$ cat src/rtl/count_table_drain_pkg.sv
// Shared defaults and FSM encoding for the count_table_drain block.
// Clear-on-read drain is enabled by defining CLEAR_ON_READ_EN.
package count_table_drain_pkg;

  localparam int CTD_DEPTH  = 8;
  localparam int CTD_WIDTH  = 32;
  localparam int CTD_ADDR_W = 3;

  typedef enum logic [1:0] {
    IDLE = 2'd0,
    LOAD = 2'd1,
    SEND = 2'd2
  } state_t;

endpackage

$ cat src/rtl/count_table_mem.sv
// Counter storage: one combinational drain read port, one +1 RMW port,
// and a merged per-entry write of increment and optional clear.
module count_table_mem
  import count_table_drain_pkg::*;
#(
  parameter int DEPTH  = CTD_DEPTH,
  parameter int WIDTH  = CTD_WIDTH,
  parameter int ADDR_W = CTD_ADDR_W
) (
  input  logic              clk,
  input  logic              i_inc_valid,
  input  logic [ADDR_W-1:0] i_inc_addr,
  input  logic [ADDR_W-1:0] i_rd_addr,
  output logic [WIDTH-1:0]  o_rd_data,
  input  logic              i_clr_valid,
  input  logic [ADDR_W-1:0] i_clr_addr,
  input  logic [WIDTH-1:0]  i_clr_val
);

  logic [WIDTH-1:0] r_mem [DEPTH];
  logic [WIDTH-1:0] w_nxt [DEPTH];
  logic [DEPTH-1:0] w_inc_hit;
  logic [DEPTH-1:0] w_clr_hit;

  assign o_rd_data = r_mem[i_rd_addr];

  // Subtracting the captured value keeps increments that arrived after LOAD.
  always_comb begin
    for (int i = 0; i < DEPTH; i++) begin
      w_inc_hit[i] = i_inc_valid && (i_inc_addr == ADDR_W'(i));
      w_clr_hit[i] = i_clr_valid && (i_clr_addr == ADDR_W'(i));
      w_nxt[i]     = r_mem[i]
                   + {{(WIDTH-1){1'b0}}, w_inc_hit[i]}
                   - (w_clr_hit[i] ? i_clr_val : '0);
    end
  end

  always_ff @(posedge clk) begin
    for (int i = 0; i < DEPTH; i++) begin
      if (w_inc_hit[i] || w_clr_hit[i]) begin
        r_mem[i] <= w_nxt[i];
      end
    end
  end

endmodule

$ cat src/rtl/count_table_drain.sv
// Counter table with a handshaked drain engine (addr, value) per entry.
// Define CLEAR_ON_READ_EN to clear each entry as its beat is accepted.
module count_table_drain
  import count_table_drain_pkg::*;
#(
  parameter int DEPTH  = CTD_DEPTH,
  parameter int WIDTH  = CTD_WIDTH,
  parameter int ADDR_W = CTD_ADDR_W
) (
  input  logic              clk,
  input  logic              reset,
  input  logic              io_inc_valid,
  input  logic [ADDR_W-1:0] io_inc_addr,
  input  logic              io_start,
  output logic              io_busy,
  output logic              io_out_valid,
  input  logic              io_out_ready,
  output logic [ADDR_W-1:0] io_out_addr,
  output logic [WIDTH-1:0]  io_out_data,
  output logic              io_done
);

  state_t            r_state;
  state_t            w_state_nxt;
  logic [ADDR_W-1:0] r_ptr;
  logic [ADDR_W-1:0] w_ptr_nxt;
  logic [ADDR_W-1:0] r_out_addr;
  logic [WIDTH-1:0]  r_out_data;
  logic [WIDTH-1:0]  w_rd_data;
  logic              r_done;
  logic              w_load;
  logic              w_fire;
  logic              w_last;
  logic              w_clr_valid;

  count_table_mem #(
    .DEPTH  (DEPTH),
    .WIDTH  (WIDTH),
    .ADDR_W (ADDR_W)
  ) u_mem (
    .clk         (clk),
    .i_inc_valid (io_inc_valid),
    .i_inc_addr  (io_inc_addr),
    .i_rd_addr   (r_ptr),
    .o_rd_data   (w_rd_data),
    .i_clr_valid (w_clr_valid),
    .i_clr_addr  (r_out_addr),
    .i_clr_val   (r_out_data)
  );

`ifdef CLEAR_ON_READ_EN
  assign w_clr_valid = w_fire;
`else
  assign w_clr_valid = 1'b0;
`endif

  assign w_last = w_fire && (r_ptr == ADDR_W'(DEPTH - 1));

  always_comb begin
    w_state_nxt = r_state;
    w_ptr_nxt   = r_ptr;
    w_load      = 1'b0;
    w_fire      = 1'b0;
    unique case (r_state)
      IDLE: begin
        if (io_start) begin
          w_state_nxt = LOAD;
          w_ptr_nxt   = '0;
        end
      end
      LOAD: begin
        w_load      = 1'b1;
        w_state_nxt = SEND;
      end
      SEND: begin
        if (io_out_ready) begin
          w_fire = 1'b1;
          if (r_ptr == ADDR_W'(DEPTH - 1)) begin
            w_state_nxt = IDLE;
            w_ptr_nxt   = '0;
          end else begin
            w_state_nxt = LOAD;
            w_ptr_nxt   = r_ptr + 1'b1;
          end
        end
      end
      default: begin
        w_state_nxt = IDLE;
        w_ptr_nxt   = '0;
      end
    endcase
  end

  always_ff @(posedge clk) begin
    if (reset) begin
      r_state    <= IDLE;
      r_ptr      <= '0;
      r_out_addr <= '0;
      r_out_data <= '0;
      r_done     <= 1'b0;
    end else begin
      r_state <= w_state_nxt;
      r_ptr   <= w_ptr_nxt;
      r_done  <= w_last;
      if (w_load) begin
        r_out_addr <= r_ptr;
        r_out_data <= w_rd_data;
      end
    end
  end

  assign io_busy      = (r_state != IDLE);
  assign io_out_valid = (r_state == SEND);
  assign io_out_addr  = r_out_addr;
  assign io_out_data  = r_out_data;
  assign io_done      = r_done;

endmodule

$ cat config.mk
export PLATFORM = sky130hd
export DESIGN_NAME = count_table_drain
export DESIGN_NICKNAME = d
export VERILOG_FILES = /design/src/rtl/count_table_drain_pkg.sv /design/src/rtl/count_table_mem.sv /design/src/rtl/count_table_drain.sv
export SDC_FILE = /design/constraint.sdc
export NUM_CORES = 1
export LEC_CHECK = 0
export BUFFER_PORTS_ARGS = -buffer_cell sky130_fd_sc_hd__buf_2
export CORE_ASPECT_RATIO = 1.75
export CORE_MARGIN = 2
export CORE_UTILIZATION = 45
export CTS_BUF_LIST = sky130_fd_sc_hd__clkbuf_16
export DETAILED_ROUTE_END_ITERATION = 16
export MAX_ROUTING_LAYER = met4
export PLACE_DENSITY = 0.61
export REMOVE_ABC_BUFFERS = 1
export SLEW_MARGIN = 20
export SYNTH_ARGS = -nofsm -noshare
export SYNTH_HDL_FRONTEND = slang
export SYNTH_HIERARCHICAL = 1
export SYNTH_SLANG_ARGS = --single-unit
$ cat constraint.sdc
create_clock -name clk -period 6.95 [get_ports clk]
set_input_delay 0.695 -clock clk [delete_from_list [all_inputs] [get_ports clk]]
set_output_delay 0.695 -clock clk [all_outputs]
set_load 0.02 [all_outputs]
Word-level counts from Yosys, hierarchy flattened
Memories as Yosys holds them, arrays and structs flattened. A register that Yosys moved wholly into a read port is not among the register bits.
Index checks and enable logic that the tools add are counted.
Word-level totals
  bits in registers: 9
  RAM bits: 256
  bits of input ports: 8
  output and inout port bits: 38
  memories kept: 1
Memories
  u_mem.r_mem: words 8, width 32, rd ports 9, clocked after memory_dff 1, wr ports 1, RTL line count_table_mem.sv:20  | logic [WIDTH-1:0] r_mem [DEPTH];
Operators by class
  $add $sub $neg: 9
  equality and inequality tests: 12
  muxes and demuxes: 48
  bitwise gates (word level): 1
  reduce and logical (&&, ||, !) cells: 21
Operator list (number)
  32-bit by 1-bit adder with 32-bit output: 8
  32-bit 2-to-1 mux: 7
  32-bit OR reduction: 7
  3-bit 2-to-1 mux: 10
  1-bit 2-to-1 mux: 27
  3-bit == test (second input constant): 5
  1-bit logical AND: 9
  3-bit one-hot mux with 3 select lines: 1
  3-bit by 2-bit == test with 1-bit output (second input constant): 2
  2-bit one-hot mux with 3 select lines: 1
  2-bit 2-to-1 mux: 2
  3-bit by 1-bit adder with 3-bit output (second input constant): 1
  3-bit by 1-bit == test with 1-bit output (second input constant): 1
  3-bit zero test: 1
  3-bit AND reduction: 1
  2-bit by 1-bit == test with 1-bit output (second input constant): 1
  2-bit == test (second input constant): 1
  2-bit zero test: 1
  2-bit by 1-bit != test with 1-bit output (second input constant): 1
  2-bit != test (second input constant): 1
  2-bit AND reduction: 1
  2-bit nonzero test: 1
  1-bit NOT: 1

Logic depth before layout (Yosys ltp)
Gate-level depths: netlist (run 1).
  depth after elaboration: 12
  depth in mapped cells: 16
  gate-level depth less buffers: 16

Modules after synthesis
Netlist (run 1), hierarchy kept.
By module, submodules not included
  count_table_mem: instances 1, cells each 2735, area an instance 26838.2 µm²
  count_table_drain: instances 1, cells each 179, area an instance 1483.9 µm²

Worst setup path before layout (run 1)
No wires, ideal clock.
  path type: input to register
  from: input port io_inc_addr[2]
  to: memory u_mem/r_mem[0][26] in the netlist's numbering, data pin
  setup time: 262 ps
  data arrival time: 3340 ps
  required time: 6688 ps
  slack: 3348 ps
  stages on the path: 13
  buffers on the path: 0
  path through: nand2b_1 nor3_1 ha_1 fa_1 a21o_1 a21oi_1 o21ai_1 a41oi_2 o21ai_1 and4_1 o41ai_4 o21bai_1 xor2_1
RTL lines
  start: declaration: RTL line count_table_drain.sv:13  | input logic [ADDR_W-1:0] io_inc_addr,
  end: declaration: RTL line count_table_mem.sv:20

==> results.sh, run 1 <==
export IMPL_synth_area_mux_share=0.0647
export IMPL_drive_gt1_frac=0.0980
export IMPL_syn_area_per_cell_um2=9.72
export IMPL_syn2layout_area_growth_pct=8.16
export IMPL_antenna_cells=0
export IMPL_fmax_mhz=250
export IMPL_clk_pin_slew_worst_paths_ns=0.06
export IMPL_period_share=0.575
export IMPL_drtAntennaViolNets=0
export IMPL_cts_buffers=36
export IMPL_hpwl_um=63400
export IMPL_startpoint_type="input pin"
export IMPL_drt_iter0_drc=1399
export IMPL_cts_tree="yes"
export IMPL_dieHeight_um=336
export IMPL_gp_congestion=0.913
export IMPL_synth_area_mm2=0.0283
export IMPL_synthTopCellsByCount="ha_1, nand2_1, edfxtp_1"
export IMPL_grt_pass1_vias=22700
export IMPL_syn_inst=2914
export IMPL_clkSinkCount=297
export IMPL_finalHoldViolCount=0
export IMPL_rows=121
export IMPL_cts_buffer_depth=3
export IMPL_worst_setup_path_type="input pin to register"
export IMPL_ys_flop_type="edfxtp_1"
export IMPL_synthAdderAreaFrac=0.226
export IMPL_outcome="finished with violations"
export IMPL_synth_top_cell_by_area="edfxtp_1"
export IMPL_worst_ep_required_time_ns=7.23
export IMPL_vias_per_cell=6.05
export IMPL_max_vdd_ir_drop_v=0.000194
export IMPL_finalInstanceArea_mm2=0.0306
export IMPL_die_area_mm2=0.0650
export IMPL_grt_pass1_wl_um=123000
export IMPL_core_area_mm2=0.0622
export IMPL_violations="slew limit"
export IMPL_fin_nets=3429
export IMPL_synth_area_top_cells="edfxtp_1, ha_1, nand2_1"
export IMPL_insertion_delay_ns=0.55
export IMPL_overflow=0
export IMPL_drt_total_wl_um=79800
export IMPL_cts_setup_buffers=0
export IMPL_cp_end_kind="register"
export IMPL_hold_path_class="input pin to register"
export IMPL_io_pins=46
export IMPL_synthXorXnorAreaFrac=0.0742
export IMPL_rsz0062_at_grt="no"
export IMPL_drt_pass1_iterations=6
export IMPL_slew_headroom=-1.73
export IMPL_drv_slew=266
export IMPL_ys_ff_latch=297
export IMPL_postPlaceCellArea_mm2=0.0295
export IMPL_ys_warn_count=6
export IMPL_setup_viol=0
export IMPL_fillCellCount=5745
export IMPL_grt_use_total=0.249
export IMPL_powerDensity_mw_per_mm2=230
export IMPL_grt_antenna_before_repair=0
export IMPL_dieWidth_um=194
export IMPL_synth_most_common_cell="ha_1"
export IMPL_ys_async_sr_fraction=0
export IMPL_ctsHoldBuffers=0
export IMPL_p_leak_nw=12.3
export IMPL_postLayoutCoreUtil=0.492
export IMPL_tightest_slew_ns=4.07
export IMPL_synth_top_family_by_area="adder cells"
export IMPL_post_cts_resized=0
export IMPL_grt_max_degree=39
export IMPL_yosysSeqAreaShare=0.300
export IMPL_start_util=0.455
export IMPL_synth_simple_area_share=0.134
export IMPL_root_buffer="clkbuf_16"
export IMPL_worstPathArrival_ns=4.28
export IMPL_finalClockSkew_ns=0.0198
export IMPL_wl_per_cell_um=21.3
export IMPL_htree_num_levels=2
export IMPL_netlist_area_leader_share=0.271
export IMPL_whs_ns=0.465
export IMPL_cap_viol_max_count=0
export IMPL_crit_fanout=7
export IMPL_synth_edf_count=256
export IMPL_fin_crit_ns=4.00
export IMPL_numPortBuffers=45
export IMPL_synth_compound_area_frac=0.174
export IMPL_vias=22600
export IMPL_finalSetupTns_ns=0
export IMPL_synth_cell_type_count=99
export IMPL_drc=0
==> report_power, final <==
group          internal (mW)  switching [mW]
Combinational           1.23            1.54
Sequential              2.23          0.0983
Clock                   1.14           0.815
==> through the flow <==
| step | total power, mW | cells | worst slack (ns) |
|---|---|---|---|
| CTS | 7.09 | 3739 | 3.10 |
| global placement | 5.03 | 3675 | 2.63 |
| floorplan | 4.41 | 2792 | 3.05 |
| global route | 7.45 | 3739 | 2.80 |
| detailed placement | 5.10 | 3676 | 2.55 |
| finish | 7.05 | 3739 | 2.95 |
==> flip-flops by register name, indices dropped and copies added (netlist names) <==
| signal | count |
|---|---|
| io_done | 1 |
| io_out_addr | 3 |
| r_ptr | 3 |
| u_mem/r_mem | 256 |
| r_state | 2 |
| io_out_data | 32 |
==> cells by family after synthesis <==
group,count (synthesis)
AO/OA/AOI/OAI,740
XOR/XNOR,240
adder cells (fa/ha/maj),506
buffers and inverters,192
flip-flops,297
multiplexers,99
other,1
AND/OR/NAND/NOR,839
==> final timing paths <==
path	from	endpoint	slack, ns	depth (start not counted)
hold / removal	io_start	r_state[0]	0.47	3
setup reg to reg	u_mem/r_mem[3][0]	u_mem/r_mem[3][26]	3.26	14
setup / recovery	io_inc_addr[2]	u_mem/r_mem[3][26]	2.95	14
hold reg to reg	io_out_addr[2]	io_out_addr[2]	0.50	2
==> metal layers <==
metal,up-vias,track usage,share of wire
li1,10900,-,-
met1,10900,0.236,0.35
met2,620,0.470,0.54
met3,285,0.0214,0.030
met4,0,0.178,0.082
met5,-,-,0
==> cells in the final DEF, fill, tap and decap left out, types with 7 or more instances in the layout <==
| cell type | netlist | layout |
|---|---|---|
| and3_1 | 25 | 25 |
| nor3b_1 | 7 | 7 |
| nor3_1 | 38 | 38 |
| o21ai_0 | 95 | 95 |
| and4_1 | 8 | 8 |
| a211o_1 | 7 | 7 |
| a31oi_1 | 22 | 22 |
| clkinv_1 | 0 | 9 |
| or3_1 | 8 | 8 |
| xnor2_1 | 165 | 165 |
| fa_1 | 8 | 8 |
| nand3_1 | 39 | 39 |
| buf_2 | 5 | 45 |
| nor2b_1 | 28 | 28 |
| edfxtp_1 | 256 | 256 |
| a21o_1 | 155 | 155 |
| mux4_2 | 64 | 64 |
| o21bai_1 | 33 | 33 |
| nand2_1 | 447 | 447 |
| nand2b_1 | 31 | 31 |
| a21oi_1 | 247 | 247 |
| dfxtp_1 | 41 | 39 |
| nor2_1 | 129 | 129 |
| o21ai_1 | 15 | 15 |
| a211oi_1 | 12 | 12 |
| and2_1 | 22 | 22 |
| buf_4 | 6 | 39 |
| o21a_1 | 17 | 17 |
| o31ai_1 | 9 | 9 |
| clkbuf_16 | 0 | 40 |
| xor2_1 | 75 | 75 |
| a41oi_1 | 8 | 8 |
| ha_1 | 498 | 498 |
| o211ai_1 | 12 | 12 |
| mux2_2 | 32 | 32 |
| nand4_1 | 27 | 27 |
| inv_1 | 69 | 74 |
==> critical path, stage by stage <==
cell and delay [ns]:
buf_2 0.10, nand2b_1 0.34, nor2_1 0.46, ha_1 0.29
fa_1 0.23, a21o_1 0.13, a21oi_1 0.11, o21ai_0 0.31
nand2_1 0.17, o311ai_0 0.60, a31oi_1 0.29, o31ai_1 0.29
a21oi_1 0.13, xnor2_1 0.14
==> final cells by class <==
class,instances,area (um^2),share of cell area
Tap cell,799,1000,0.0326
Multi-Input combinational cell,2426,19100,0.625
Timing Repair Buffer,85,546,0.0178
Inverter,69,259,0.00845
Clock buffer,40,1000,0.0327
Clock inverter,23,176,0.00576
Sequential cell,297,8520,0.278
No activity file was read; power rests on OpenSTA's default activity.
==> run 2: changes to the inputs <==
- PLACE_DENSITY: 0.61 -> 0.64
- clock period: 6.95 -> 3.6 ns (I/O delays scaled with it)
==> results.sh, run 2 (synthesized netlist as in run 1, its figures left out) <==
export IMPL_placedCellCount=3723
export IMPL_drc=0
export IMPL_r2r_setup_slack_ns=0.17
export IMPL_crit_fanout=3
export IMPL_hold_path_class="input pin to register"
export IMPL_cts_buffers=35
export IMPL_slew_headroom=-1.81
export IMPL_vias=22800
export IMPL_postPlaceCellArea_mm2=0.0298
export IMPL_cap_viol_max_count=0
export IMPL_worstPathArrival_ns=3.71
export IMPL_fin_nets=3477
export IMPL_start_util=0.455
export IMPL_dieHeight_um=336
export IMPL_p_sw_mw=4.76
export IMPL_internal_power_mw=8.85
export IMPL_grt_use_total=0.251
export IMPL_drt_total_wl_um=80800
export IMPL_root_buffer="clkbuf_16"
export IMPL_fillCellCount=5722
export IMPL_dieWidth_um=194
export IMPL_worst_setup_path_type="register to register"
export IMPL_r2r_end="u_mem/r_mem[5][30]"
export IMPL_seqPwrFrac=0.330
export IMPL_critPathMaxStageDelay_ns=0.49
export IMPL_powerDensity_mw_per_mm2=438
export IMPL_p_leak_nw=12.6
export IMPL_period_share=0.952
export IMPL_hp_start="io_start"
export IMPL_cts_buffer_depth=3
export IMPL_final_common_cell="ha_1"
export IMPL_regToRegStartpoint="u_mem/r_mem[5][0]"
export IMPL_antenna_cells=0
export IMPL_startpoint_type="register"
export IMPL_drv_slew=266
export IMPL_pwr_share_clk=0.264
export IMPL_max_vdd_ir_drop_v=0.000383
export IMPL_reg2reg_depth=14
export IMPL_vias_per_cell=6.02
export IMPL_critPathSlowestCell="o41a_1"
export IMPL_drt_iter0_drc=1333
export IMPL_outcome="finished with violations"
export IMPL_setup_viol=0
export IMPL_cts_tree="yes"
export IMPL_worst_ep_required_time_ns=3.88
export IMPL_die_area_mm2=0.0650
export IMPL_multi_input_area_mm2=0.0192
export IMPL_fin_crit_ns=3.43
export IMPL_combPwrFrac=0.406
export IMPL_io_pins=46
export IMPL_drt_pass1_iterations=5
export IMPL_rsz0062_at_grt="yes"
export IMPL_clk_pin_slew_worst_paths_ns=0.06
export IMPL_drive_gt1_frac=0.115
export IMPL_cp_end_kind="register"
export IMPL_finalClockSkew_ns=0.0223
export IMPL_clkSinkCount=297
export IMPL_min_path_cells=3
export IMPL_grt_pass1_vias=22900
export IMPL_regArea_mm2=0.00851
export IMPL_rows=121
export IMPL_largest_register="u_mem/r_mem"
export IMPL_htree_num_levels=2
export IMPL_finalInstanceArea_mm2=0.0311
export IMPL_swShare=0.350
export IMPL_largest_reg_flops=256
export IMPL_grt_max_degree=39
export IMPL_final_cell_mix="ha_1, nand2_1, edfxtp_1"
export IMPL_hpwl_um=63800
export IMPL_layout_cells_non_filler=3787
export IMPL_syn2layout_area_growth_pct=9.65
export IMPL_grt_antenna_before_repair=0
export IMPL_gp_congestion=0.943
export IMPL_violations="slew limit"
export IMPL_finalHoldViolCount=0
export IMPL_grt_pass1_wl_um=124000
export IMPL_overflow=0
export IMPL_insertion_delay_ns=0.55
export IMPL_path_cells="inv_1, ha_1, inv_1, ha_1, fa_2, a21oi_4, o221ai_2, nor3_2, o41a_1, o31a_1, o31ai_4, o311ai_4, mux2i_1, o211ai_1"
export IMPL_core_area_mm2=0.0622
export IMPL_hold_path_end="r_state[0]"
export IMPL_numPortBuffers=45
export IMPL_tightest_slew_ns=4.19
export IMPL_wl_per_cell_um=21.3
export IMPL_drtAntennaViolNets=0
export IMPL_fmax_mhz=292
run 2: layout make-up:
type / instances / share of cell area
clock buffers: 37 / 0.0298
inverters: 69 / 0.00834
well taps: 799 / 0.0322
repair buffers: 134 / 0.0306
clock inverters: 25 / 0.00564
flip-flops and latches: 297 / 0.274
multi-input cells: 2426 / 0.619
run 2: power groups by stage:
stage	Combinational, mW	Clock, mW	Sequential, mW
finish	5.53	3.60	4.49
CTS	5.47	3.72	4.49
detailed placement	5.42	0	4.57
global placement	5.30	0	4.55
floorplan	3.92	0	4.60
global route	6.00	3.80	4.52
run 2: worst max-delay path, delay by kind of cell (launching register included):
kind	cells	cell delay, ns
AO/OA/AOI/OAI	7	1.70
adder cells (fa/ha/maj)	3	0.74
buffers and inverters	2	0.10
flip-flops	1	0.36
multiplexers	1	0.17
AND/OR/NAND/NOR	1	0.11
run 2: through the flow:
stage / util / setup TNS [ns] / hold WS, ns / total power, mW / worst slack [ns]
global route: 0.499 / -0.0362 / 0.177 / 14.3 / -0.0362
floorplan: - / -10.03 / 0.429 / 8.52 / -0.305
global placement: 0.479 / -0.714 / 0.467 / 9.85 / -0.190
detailed placement: 0.480 / -1.32 / 0.477 / 9.98 / -0.238
CTS: 0.497 / 0 / 0.109 / 13.7 / 0.0683
finish: 0.499 / 0 / 0.134 / 13.6 / 0.174
run 2: worst max path at each step:
stage	start	end	slack, ns	cells past startpoint
global route	u_mem/r_mem[5][0]	u_mem/r_mem[5][30]	-0.04	14
CTS	u_mem/r_mem[1][0]	u_mem/r_mem[1][26]	0.07	15
global placement	io_inc_addr[2]	u_mem/r_mem[3][26]	-0.19	15
detailed placement	io_inc_addr[1]	u_mem/r_mem[3][26]	-0.24	15
floorplan	r_ptr[0]	io_out_data[10]	-0.30	4
finish	u_mem/r_mem[5][0]	u_mem/r_mem[5][30]	0.17	14
run 2: what timing repair did:
item,in CTS,in global routing
hold buffers,0,0
setup endpoints to repair,2,31
pin swaps,0,16
endpoints found under the hold margin,0,0
buffers inserted,0,2
gates resized for setup,2,20
run 2: per-layer routing:
layer  global-route usage  vias up  wire, um
li1                     -    11000         -
met1                0.239    11000     28800
met2                0.478      582     43700
met3               0.0201      266      2210
met4                0.170        0      6150
met5                    -        -         0
==> run 3: changes to the inputs <==
- CORE_UTILIZATION: 45 -> 52
- PLACE_DENSITY: 0.64 -> 0.71
- REMOVE_ABC_BUFFERS: 1 -> unset
==> results.sh, run 3 (synthesized netlist as in run 1, its figures left out) <==
export IMPL_outcome="finished with violations"
export IMPL_violations="slew limit"
export IMPL_clk_pin_slew_worst_paths_ns=0.07
export IMPL_reg2reg_depth=15
export IMPL_drt_iter0_drc=1454
export IMPL_finalHoldViolCount=0
export IMPL_cp_startpoint="u_mem/r_mem[7][0]"
export IMPL_critPathMaxStageDelay_ns=0.44
export IMPL_finalClockSkew_ns=0.0149
export IMPL_p_leak_nw=12.3
export IMPL_cts_buffers=34
export IMPL_fin_crit_ns=3.47
export IMPL_final_cell_mix="ha_1, nand2_1, edfxtp_1"
export IMPL_cap_viol_max_count=0
export IMPL_hpwl_um=61400
export IMPL_root_buffer="clkbuf_16"
export IMPL_dieWidth_um=180
export IMPL_drc=0
export IMPL_worst_ep_required_time_ns=3.93
export IMPL_clkSinkCount=297
export IMPL_r2r_end="u_mem/r_mem[7][28]"
export IMPL_fmax_mhz=288
export IMPL_slew_headroom=-1.86
export IMPL_final_common_cell="ha_1"
export IMPL_gp_congestion=0.950
export IMPL_setup_viol=0
export IMPL_fin_nets=3448
export IMPL_period_share=0.964
export IMPL_largest_register="u_mem/r_mem"
export IMPL_setup_worst_path_end="u_mem/r_mem[7][28]"
export IMPL_fillCellCount=4834
export IMPL_startpoint_type="register"
export IMPL_crit_fanout=3
export IMPL_dpl_worst_slack_ns=-0.159
export IMPL_largest_reg_flops=256
export IMPL_grt_pass1_vias=23200
export IMPL_worst_setup_path_type="register to register"
export IMPL_syn2layout_area_growth_pct=7.92
export IMPL_grt_pass1_wl_um=122000
export IMPL_core_area_mm2=0.0540
export IMPL_path_cells="inv_1, ha_1, inv_1, ha_1, fa_1, a21o_1, a311oi_1, o21bai_1, o311a_1, o211a_1, o221ai_2, a31o_2, buf_4, nand3_1, o311ai_1"
export IMPL_io_pins=46
export IMPL_drv_slew=266
export IMPL_antenna_cells=0
export IMPL_finalWorstSetupSlack_ns=0.131
export IMPL_critPathSlowestCell="fa_1"
export IMPL_dieHeight_um=313
export IMPL_multi_input_area_mm2=0.0192
export IMPL_insertion_delay_ns=0.54
export IMPL_vias=22800
export IMPL_postLayoutCoreUtil=0.566
export IMPL_cts_buffer_depth=3
export IMPL_regArea_mm2=0.00851
export IMPL_grt_antenna_before_repair=0
export IMPL_htree_num_levels=2
export IMPL_max_vdd_ir_drop_v=0.000352
export IMPL_wl_per_cell_um=21.3
export IMPL_drive_gt1_frac=0.111
export IMPL_cts_tree="yes"
export IMPL_numPortBuffers=45
export IMPL_whs_ns=0.127
export IMPL_drt_total_wl_um=77800
export IMPL_rows=113
export IMPL_cp_end_kind="register"
export IMPL_start_util=0.524
export IMPL_r2r_setup_slack_ns=0.13
export IMPL_overflow=0
export IMPL_vias_per_cell=6.25
export IMPL_grt_use_total=0.280
export IMPL_die_area_mm2=0.0564
export IMPL_drt_pass1_iterations=5
export IMPL_powerDensity_mw_per_mm2=437
export IMPL_tightest_slew_ns=4.26
export IMPL_regToRegStartpoint="u_mem/r_mem[7][0]"
export IMPL_power_mw=13.4
export IMPL_grt_max_degree=39
export IMPL_hold_path_class="input pin to register"
export IMPL_ctsHoldBuffers=0
export IMPL_drtAntennaViolNets=0
export IMPL_worstPathArrival_ns=3.79
==> run 3: cell types whose count changed in the layout (fill, tap and decap cells not counted), sizes merged <==
cell	delta
bufinv	-1
buf	-28
clkbuf	-2
inv	-12
clkinv	+13
clkinvlp	+1
==> run 3: critical path, delay by kind of cell, from the launching register on <==
family / cells / cell delay [ns]
AO/OA/AOI/OAI: 8 / 1.76
adder cells (fa/ha/maj): 3 / 0.76
flip-flops: 1 / 0.41
buffers and inverters: 3 / 0.24
AND/OR/NAND/NOR: 1 / 0.07
==> run 3: worst min path at each step <==
| stage | start | to | depth (start not counted) |
|---|---|---|---|
| floorplan | r_ptr[1] | io_out_addr[1] | 2 |
| global placement | io_out_addr[2] | io_out_addr[2] | 2 |
| detailed placement | io_out_addr[2] | io_out_addr[2] | 2 |
| CTS | io_start | r_state[0] | 3 |
| global route | io_start | r_state[0] | 3 |
| finish | io_start | r_state[0] | 3 |
==> run 3: metrics by stage <==
stage,instance area [um^2],std cells,setup TNS (ns)
final,30600,3649,0
after global routing,30600,3649,-0.0649
after CTS,30400,3645,0
after detailed placement,29400,3584,-1.21
after global placement,29400,3584,-0.444
after floorplan,28300,2915,0
==> run 3: report_power, final <==
part	switching, mW	internal (mW)	total (mW)
logic	2.84	2.42	5.26
clock network	1.52	1.91	3.43
registers	0.359	4.31	4.67
==> run 3: timing repair <==
action,in CTS,in global routing
endpoints found under the hold margin,0,0
setup endpoints to repair,1,24
pin swaps,0,13
gates resized for setup,1,20
buffers inserted,0,4
==> run 3: final cells by class <==
| class | instances | area share |
|---|---|---|
| inverters | 69 | 0.00847 |
| flip-flops and latches | 297 | 0.279 |
| repair buffers | 106 | 0.0228 |
| well taps | 690 | 0.0282 |
| clock inverters | 26 | 0.00561 |
| multi-input cells | 2426 | 0.628 |
| clock buffers | 35 | 0.0287 |
==> run 3: metal layers <==
layer  routed length, um  global-route usage  up-vias  part of all wire
met5                   0                   -        -                 0
met4                7480               0.223        0             0.096
met3                2870              0.0309      319             0.037
met2               40000               0.501      684              0.51
met1               27400               0.274    10900              0.35
li1                    -                   -    10900                 -
